<file path="config.mk">
export PLATFORM = sky130hd
export DESIGN_NAME = rle_decompressor
export DESIGN_NICKNAME = d
export VERILOG_FILES = /design/src/rtl/rle_pkg.sv /design/src/rtl/rle_pair_fifo.sv /design/src/rtl/rle_decompressor.sv
export SDC_FILE = /design/constraint.sdc
export NUM_CORES = 1
export LEC_CHECK = 0
export ABC_AREA = 1
export BUFFER_PORTS_ARGS = -buffer_cell sky130_fd_sc_hd__buf_2
export CORE_MARGIN = 10
export CORE_UTILIZATION = 61
export DETAILED_ROUTE_END_ITERATION = 10
export PLACE_DENSITY_LB_ADDON = 0.12
export SYNTH_ARGS = -nofsm -noshare
export SYNTH_HDL_FRONTEND = slang
export SYNTH_SLANG_ARGS = --single-unit
export TNS_END_PERCENT = 20
</file>
<file path="constraint.sdc">
create_clock -name clk -period 4.4 [get_ports clk]
set_input_delay 0.66 -clock clk [delete_from_list [all_inputs] [get_ports clk]]
set_output_delay 0.66 -clock clk [all_outputs]
set_load 0.03 [all_outputs]
</file>
<file path="src/rtl/rle_pkg.sv">
// Shared RLE types: default widths, run-pair record and expander state encoding.
// Also used by the rle_compressor testbenches.
package rle_pkg;

  localparam int RLE_PIX_W = 8;
  localparam int RLE_CNT_W = 8;

  typedef struct packed {
    logic [RLE_PIX_W-1:0] pix;
    logic [RLE_CNT_W-1:0] count;
    logic                 last;
  } rle_pair_t;

  typedef enum logic {
    IDLE   = 1'b0,
    EXPAND = 1'b1
  } rle_state_t;

endpackage

</file>
<file path="src/rtl/rle_pair_fifo.sv">
// Synchronous first-word-fall-through FIFO for run pairs, with flush.
// A write while full is accepted only when a read happens on the same edge.
module rle_pair_fifo #(
  parameter int DATA_W = 17,
  parameter int DEPTH  = 4
) (
  input  logic              clk,
  input  logic              rst,
  input  logic              flush,
  input  logic              wr_en,
  input  logic [DATA_W-1:0] wr_data,
  input  logic              rd_en,
  output logic [DATA_W-1:0] rd_data,
  output logic              full,
  output logic              empty
);

  localparam int AW = $clog2(DEPTH);

  logic [DATA_W-1:0] mem_r [DEPTH];
  logic [AW:0]       wr_ptr_r;
  logic [AW:0]       rd_ptr_r;
  logic              wr_ok_s;
  logic              rd_ok_s;

  // Pointers carry one wrap bit so full and empty are distinguishable.
  assign empty   = (wr_ptr_r == rd_ptr_r);
  assign full    = (wr_ptr_r[AW] != rd_ptr_r[AW]) &&
                   (wr_ptr_r[AW-1:0] == rd_ptr_r[AW-1:0]);
  assign rd_ok_s = rd_en && !empty;
  assign wr_ok_s = wr_en && (!full || rd_ok_s);
  assign rd_data = mem_r[rd_ptr_r[AW-1:0]];

  // Pointer update; flush empties the FIFO in one cycle.
  always_ff @(posedge clk) begin
    if (rst || flush) begin
      wr_ptr_r <= {(AW+1){1'b0}};
      rd_ptr_r <= {(AW+1){1'b0}};
    end else begin
      if (wr_ok_s) begin
        wr_ptr_r <= wr_ptr_r + {{AW{1'b0}}, 1'b1};
      end
      if (rd_ok_s) begin
        rd_ptr_r <= rd_ptr_r + {{AW{1'b0}}, 1'b1};
      end
    end
  end

  // Storage array, write port only.
  always_ff @(posedge clk) begin
    if (wr_ok_s) begin
      mem_r[wr_ptr_r[AW-1:0]] <= wr_data;
    end
  end

endmodule

</file>
<file path="src/rtl/rle_decompressor.sv">
// RLE run-pair expander: FIFO-buffered (pixel, count) pairs re-expanded into a ready/valid pixel stream.
// Optional build macro RLE_DECOMP_STATS_EN enables the pix_total/run_total frame counters.
module rle_decompressor
  import rle_pkg::*;
#(
  parameter int PIX_W      = RLE_PIX_W,
  parameter int CNT_W      = RLE_CNT_W,
  parameter int FIFO_DEPTH = 4
) (
  input  logic             clk,
  input  logic             rst,
  input  logic             start,
  input  logic [PIX_W-1:0] run_data_in,
  input  logic [CNT_W-1:0] run_count_in,
  input  logic             run_valid_in,
  input  logic             run_last_in,
  output logic [PIX_W-1:0] pixel_out,
  output logic             pixel_valid,
  input  logic             pixel_ready,
  output logic             done,
  output logic             overflow,
  output logic             zero_run,
  output logic [15:0]      pix_total,
  output logic [15:0]      run_total
);

  localparam int PAIR_W = PIX_W + CNT_W + 1;
  localparam logic [CNT_W-1:0] CNT_ZERO = {CNT_W{1'b0}};
  localparam logic [CNT_W-1:0] CNT_ONE  = {{(CNT_W-1){1'b0}}, 1'b1};

  rle_state_t        state_r, state_nxt_s;
  logic [PIX_W-1:0]  run_pix_r;
  logic [CNT_W-1:0]  remain_r;
  logic              run_last_r;
  logic              zlast_r;
  logic              done_r, overflow_r, zero_run_r;

  logic [PAIR_W-1:0] fifo_wdata_s, fifo_rdata_s;
  logic              fifo_full_s, fifo_empty_s;
  logic              hs_s, run_end_s, pop_s, push_s, drop_s, zero_in_s, nz_in_s;
  logic              done_s, start_s;

  assign fifo_wdata_s = {run_data_in, run_count_in, run_last_in};

  rle_pair_fifo #(
    .DATA_W (PAIR_W),
    .DEPTH  (FIFO_DEPTH)
  ) u_fifo (
    .clk     (clk),
    .rst     (rst),
    .flush   (done_s),
    .wr_en   (push_s),
    .wr_data (fifo_wdata_s),
    .rd_en   (pop_s),
    .rd_data (fifo_rdata_s),
    .full    (fifo_full_s),
    .empty   (fifo_empty_s)
  );

  // Handshake, FIFO control and end-of-frame detection.
  always_comb begin
    start_s   = (state_r == IDLE) && start;
    hs_s      = (remain_r != CNT_ZERO) && pixel_ready;
    run_end_s = hs_s && (remain_r == CNT_ONE);
    nz_in_s   = (state_r == EXPAND) && run_valid_in && (run_count_in != CNT_ZERO);
    zero_in_s = (state_r == EXPAND) && run_valid_in && (run_count_in == CNT_ZERO);
    // A finishing last run never pulls a following pair: the frame is over.
    pop_s     = (state_r == EXPAND) && !fifo_empty_s &&
                ((remain_r == CNT_ZERO) || (run_end_s && !run_last_r));
    push_s    = nz_in_s && (!fifo_full_s || pop_s);
    drop_s    = nz_in_s && fifo_full_s && !pop_s;
    // A zero-count last pair ends the frame once everything ahead of it is out.
    done_s    = (state_r == EXPAND) &&
                ((run_end_s && run_last_r) ||
                 (zlast_r && fifo_empty_s && ((remain_r == CNT_ZERO) || run_end_s)));
  end

  // Next-state logic.
  always_comb begin
    state_nxt_s = state_r;
    case (state_r)
      IDLE: begin
        if (start) begin
          state_nxt_s = EXPAND;
        end else begin
          state_nxt_s = IDLE;
        end
      end
      EXPAND: begin
        if (done_s) begin
          state_nxt_s = IDLE;
        end else begin
          state_nxt_s = EXPAND;
        end
      end
      default: state_nxt_s = IDLE;
    endcase
  end

  // State, run register, done pulse and sticky flags.
  always_ff @(posedge clk) begin
    if (rst) begin
      state_r    <= IDLE;
      run_pix_r  <= {PIX_W{1'b0}};
      remain_r   <= CNT_ZERO;
      run_last_r <= 1'b0;
      zlast_r    <= 1'b0;
      done_r     <= 1'b0;
      overflow_r <= 1'b0;
      zero_run_r <= 1'b0;
    end else begin
      state_r <= state_nxt_s;
      done_r  <= done_s;
      if (pop_s) begin
        {run_pix_r, remain_r, run_last_r} <= fifo_rdata_s;
      end else if (hs_s) begin
        remain_r <= remain_r - CNT_ONE;
      end
      if (start_s) begin
        overflow_r <= 1'b0;
        zero_run_r <= 1'b0;
        zlast_r    <= 1'b0;
      end else begin
        if (drop_s) begin
          overflow_r <= 1'b1;
        end
        if (zero_in_s) begin
          zero_run_r <= 1'b1;
        end
        if (done_s) begin
          zlast_r <= 1'b0;
        end else if (zero_in_s && run_last_in) begin
          zlast_r <= 1'b1;
        end
      end
    end
  end

  assign pixel_out   = run_pix_r;
  assign pixel_valid = (remain_r != CNT_ZERO);
  assign done        = done_r;
  assign overflow    = overflow_r;
  assign zero_run    = zero_run_r;

`ifdef RLE_DECOMP_STATS_EN
  logic [15:0] pix_total_r, run_total_r;

  // Per-frame statistics, wrapping at 16 bits.
  always_ff @(posedge clk) begin
    if (rst || start_s) begin
      pix_total_r <= 16'd0;
      run_total_r <= 16'd0;
    end else begin
      if (hs_s) begin
        pix_total_r <= pix_total_r + 16'd1;
      end
      if (pop_s) begin
        run_total_r <= run_total_r + 16'd1;
      end
    end
  end

  assign pix_total = pix_total_r;
  assign run_total = run_total_r;
`else
  assign pix_total = 16'd0;
  assign run_total = 16'd0;
`endif

endmodule

</file>
[Word-level counts from Yosys, hierarchy flattened]
Memories as Yosys holds them, arrays and structs flattened. A register that Yosys moved wholly into a read port is not among the register bits.
Cells that the tools add are included.
Operators by class
  $add $sub $neg: 3
  equality and inequality tests: 4
  multiplexer cells: 9
  bitwise logic cells: 1
  reduce and logical (&&, ||, !) cells: 37
Operators with widths (number)
  $logic_and 1x1->1: 20
  $logic_not 8->1: 2
  $mux 8: 2
  $reduce_bool 8->1: 2
  $eq 8x1->1 const B: 1
  $sub 8x1->8 const B: 1
  $add 3x1->3 const B: 2
  $logic_or 1x1->1: 6
  $logic_not 1->1: 4
  $mux 1: 4
  $mux 2: 2
  $eq 3x3->1: 1
  $reduce_or 3->1: 1
  $eq 2x2->1: 1
  $pmux 1 s2: 1
  $reduce_bool 2->1: 1
  $reduce_or 2->1: 1
  $ne 1x1->1: 1
  $not 1->1: 1
Word-level totals
  flip-flop bits (word level): 28
  RAM bits: 68
  input bits: 22
  output and inout port bits: 44
  word-level logic and storage cells: 65
  memories kept: 1
Memories
  u_fifo.mem_r: words 4, bits a word 17, read ports 1, clocked after Yosys merged registers in 1, write ports 1, RTL line rle_pair_fifo.sv:20  | logic [DATA_W-1:0] mem_r [DEPTH];

[Longest topological paths before layout]
  depth in word-level cells: 11
  depth in mapped cells: 12
  depth with buffers taken out: 12

[Modules after synthesis]
Synthesis repeated with hierarchy kept, for this count alone.
Unflattened totals
  cells, all modules: 451
  area, all modules: 4441.8 µm²
By module, submodules not included
  rle_pair_fifo: instances 1, cells each 231, area an instance 2967.8 µm², sequential area each 2202.1 µm²
  rle_decompressor: instances 1, cells each 220, area an instance 1473.9 µm², sequential area each 440.4 µm²

[Least setup slack after synthesis]
No wires, ideal clock.
  path kind: register to register
  from: register remain_r[0]
  to: memory u_fifo.mem_r[0][0], enable pin
  setup time: 391 ps
  data arrival time: 2019 ps
  required time: 4009 ps
  setup slack: 1991 ps
  stages on the path, launching flop included: 11
  buffers on the path: 0
  period minus slack after synthesis: 2409 ps
  cell sequence: dfxtp_1 inv_1 ha_1 nand2_2 nor2_4 nor2_2 nor2_8 nand2_4 nand2_2 nand2_2 nor2_1
Between the ends
  longest elaborated chain between the ends: 11
Ends and longest elaborated chain
  from (decl): RTL line rle_decompressor.sv:33  | logic [CNT_W-1:0] remain_r;
  from (signal assigned): RTL line rle_decompressor.sv:115  | {run_pix_r, remain_r, run_last_r} <= fifo_rdata_s;
  from (signal assigned): RTL line rle_decompressor.sv:117  | remain_r <= remain_r - CNT_ONE;
  $reduce_bool 8->1: RTL line rle_decompressor.sv:63  | hs_s = (remain_r != CNT_ZERO) && pixel_ready;
  $logic_and 1x1->1: RTL line rle_decompressor.sv:63
  $logic_and 1x1->1: RTL line rle_decompressor.sv:64  | run_end_s = hs_s && (remain_r == CNT_ONE);
  $logic_and 1x1->1: RTL line rle_decompressor.sv:69  | ((remain_r == CNT_ZERO) || (run_end_s && !run_last_r));
  $logic_or 1x1->1 *: RTL line rle_decompressor.sv:69
  $logic_and 1x1->1 *: RTL line rle_decompressor.sv:68  | pop_s = (state_r == EXPAND) && !fifo_empty_s &&
  $logic_or 1x1->1 / $logic_and 1x1->1 (equally long branches): RTL line rle_decompressor.sv:70, rle_pair_fifo.sv:30
  $logic_and 1x1->1 / $logic_or 1x1->1 (equally long branches): RTL line rle_decompressor.sv:70, rle_pair_fifo.sv:31
  $logic_and 1x1->1 *: RTL line rle_pair_fifo.sv:31  | assign wr_ok_s = wr_en && (!full || rd_ok_s);
  $mux 1 *: RTL line rle_pair_fifo.sv:51  | if (wr_ok_s) begin
  $mux 1 (not written as such) *: RTL line rle_pair_fifo.sv:52  | mem_r[wr_ptr_r[AW-1:0]] <= wr_data;
  to (decl): RTL line rle_pair_fifo.sv:20
Every way passes the cells marked *; elsewhere a longest branch is shown, timed or not.

[Worst setup path in the final report]
  from: register remain_r[0]
  to: memory u_fifo.mem_r[1][7], enable pin
The elaborated chain is that of the path after synthesis.

==> results.sh <==
export IMPL_clock_sinks=98
export IMPL_post_drt_wl_per_cell_um=15.1
export IMPL_outcome="completed"
export IMPL_diodes=0
export IMPL_synth_most_common_cell="nor2_1"
export IMPL_combPwrFrac_pct=22.9
export IMPL_drt_first_pass_iters=4
export IMPL_die_area_mm2=0.0108
export IMPL_initial_core_util_pct=63.1
export IMPL_grt_max_degree=36
export IMPL_fin_crit_ps=2310
export IMPL_setup_viol=0
export IMPL_fillers=532
export IMPL_whs_ps=450
export IMPL_p_leak_uw=0.00184
export IMPL_die_height_um=104
export IMPL_numCtsBuffers=9
export IMPL_post_cts_buffers=0
export IMPL_power_frac_seq_pct=48.6
export IMPL_synthTopCellsByCount="nor2_1 (86), edfxtp_1 (68), nand2_1 (43)"
export IMPL_overflow=0
export IMPL_core_mm2=0.00683
export IMPL_port_buffers=33
export IMPL_critPathSlowestCell="dfxtp_1"
export IMPL_hold_path_class="flip-flop to flip-flop"
export IMPL_fin_crit_sh_pct=52.5
export IMPL_finalMaxSlewViolations=0
export IMPL_timing_final_ws_setup_ps=2090
export IMPL_crit_fanout=27
export IMPL_power_density_mw_per_mm2=475
export IMPL_place_ws_ps=2150
export IMPL_crit_type="flip-flop to flip-flop"
export IMPL_pwr_share_clk_pct=28.5
export IMPL_htreeDepth=3
export IMPL_synth_area_leaders="edfxtp_1 (47%), dfxtp_1 (14%), nor2_1 (7.5%), buf_4 (5.7%), o21ai_0 (4.8%)"
export IMPL_synthArstFlopShare_pct=0
export IMPL_drcViolationCount=0
export IMPL_grt_total_usage_pct=15.4
export IMPL_crit_top_cell="nand2_2"
export IMPL_timing_setup_tns_ps=0
export IMPL_skew_ps=8.15
export IMPL_viasPerCell=5.10
export IMPL_drv_cap=0
export IMPL_drive_gt1_share_pct=14.3
export IMPL_ys_types=31
export IMPL_worst_pin_slew_ps=1000
export IMPL_finalPower_uw=2210
export IMPL_finalNetCount=486
export IMPL_fmax_ghz=0.433
export IMPL_final_core_util_pct=68.2
export IMPL_dp_hpwl_um=5840
export IMPL_routed_wl_um=8430
export IMPL_avgSynthCellArea_um2=10.2
export IMPL_clockRootBuffer="clkbuf_8"
export IMPL_switchingPower_uw=694
export IMPL_grt_pass1_vias=2806
export IMPL_synthCells=421
export IMPL_ys_ff_latch=98
export IMPL_rsz0062_at_grt="false"
export IMPL_start_kind="flip-flop"
export IMPL_synth_top_cell_area_share_pct=47.4
export IMPL_ios=66
export IMPL_clockBufferDepth=2
export IMPL_antenna_violating_nets_post_route=0
export IMPL_rows=30
export IMPL_worstPathRequired_ps=4440
export IMPL_crit_chain="inv_1 -> ha_1 -> nand2_2 -> nor2_4 -> nor2_2 -> nor2_8 -> nand2_4 -> nand2_2 -> nand2_2 -> nor2_1 -> buf_4"
export IMPL_yosysWarnings=0
export IMPL_maxSlewHeadroom_pct=33.2
export IMPL_netlist_area_mm2=0.00431
export IMPL_synth_edf_count=68
export IMPL_ir_drop_mv=0.234
export IMPL_vias=2842
export IMPL_yosysSeqAreaShare_pct=61.3
export IMPL_synthToLayoutAreaGrowth_pct=8.07
export IMPL_switching_share_pct=31.4
export IMPL_initialDrtViolationCount=204
export IMPL_p_int_uw=1520
export IMPL_synthFlopType="edfxtp_1"
export IMPL_die_x_um=104
export IMPL_postCtsHoldBufs=0
export IMPL_hold_viol=0
export IMPL_yosys_area_top_type="edfxtp_1"
export IMPL_critical_path_max_stage_delay_ps=340
export IMPL_grt_pass1_wl_um=13700
export IMPL_cts_tree="done"
export IMPL_clk_pin_slew_ps=90
export IMPL_critPathArrivalTime_ps=2350
export IMPL_gp_congestion=0.827
export IMPL_antenna_found_initial=0
export IMPL_cts_resized=0
export IMPL_clk_latency_ps=350
export IMPL_end_kind="flip-flop"
[cell families after synthesis]
logic type,Yosys count,synth area share (%)
flip-flops,98,61.3
AO/OA/AOI/OAI,84,10.7
AND/OR/NAND/NOR,154,15.1
other,1,0.0870
buffers and inverters,71,9.47
adder cells (fa/ha/maj),8,2.32
XOR/XNOR,5,1.02
[stage by stage]
stage	cell area, µm²	instances
floorplan	4430	452
global placement	4440	541
detailed placement	4440	541
CTS	4660	557
global route	4660	557
finish	4660	557
[registers in the layout (all words and copies together), names as in the netlist, named ones only]
signal,count
remain_r,8
u_fifo.rd_ptr_r,3
zlast_r,1
run_last_r,1
done,1
overflow,1
zero_run,1
state_r,1
u_fifo.wr_ptr_r,3
u_fifo.mem_r,68
pixel_out,8
[layout by cell type, fill, tap and decap left out, types with 13 or more instances in the layout]
cell type and count:
nor2_1 86, o22ai_1 15, nand3_1 13, dfxtp_1 30, buf_2 33, inv_1 24, edfxtp_1 68, nand2_1 43
conb_1 32, o21ai_0 41
[layout make-up]
type	count	area, µm²	share of cell area [%]
sequential	98	2640	56.7
clock buffer	10	128	2.74
multi-input combinational	283	1380	29.5
timing repair buffer	38	203	4.35
tap	96	120	2.58
clock inverter	6	90.1	1.93
inverter	26	98.8	2.12
[layer usage]
layer | share of wire, % | vias up | track usage [%]
li1 | - | 1433 | -
met1 | 45 | 1299 | 19.8
met2 | 44 | 95 | 22.3
met3 | 9.1 | 15 | 6.63
met4 | 1.7 | 0 | 6.66
met5 | 0 | - | 0
[critical path: cells and delay by family (launching register included)]
kind          cells  cell delay, ps
buf+inv           2             420
fa+ha+maj         1             170
flops             1             340
simple gates      8            1070
[worst paths after layout]
kind                from                 end  slack [ps]  cells after the start
max          remain_r[0]  u_fifo.mem_r[1][7]        2090                     11
min              zlast_r             zlast_r         450                      2
max reg2reg  remain_r[0]  u_fifo.mem_r[1][7]        2090                     11
min reg2reg      zlast_r             zlast_r         450                      2
[power by group through the flow]
stage | clock network (µW) | registers, µW | logic [µW]
after floorplan | 0 | 1100 | 416
final | 630 | 1070 | 506
after global placement | 0 | 1090 | 494
after CTS | 642 | 1070 | 508
after global routing | 681 | 1080 | 571
after detailed placement | 0 | 1100 | 506
Power figures use the tool's default switching activity.
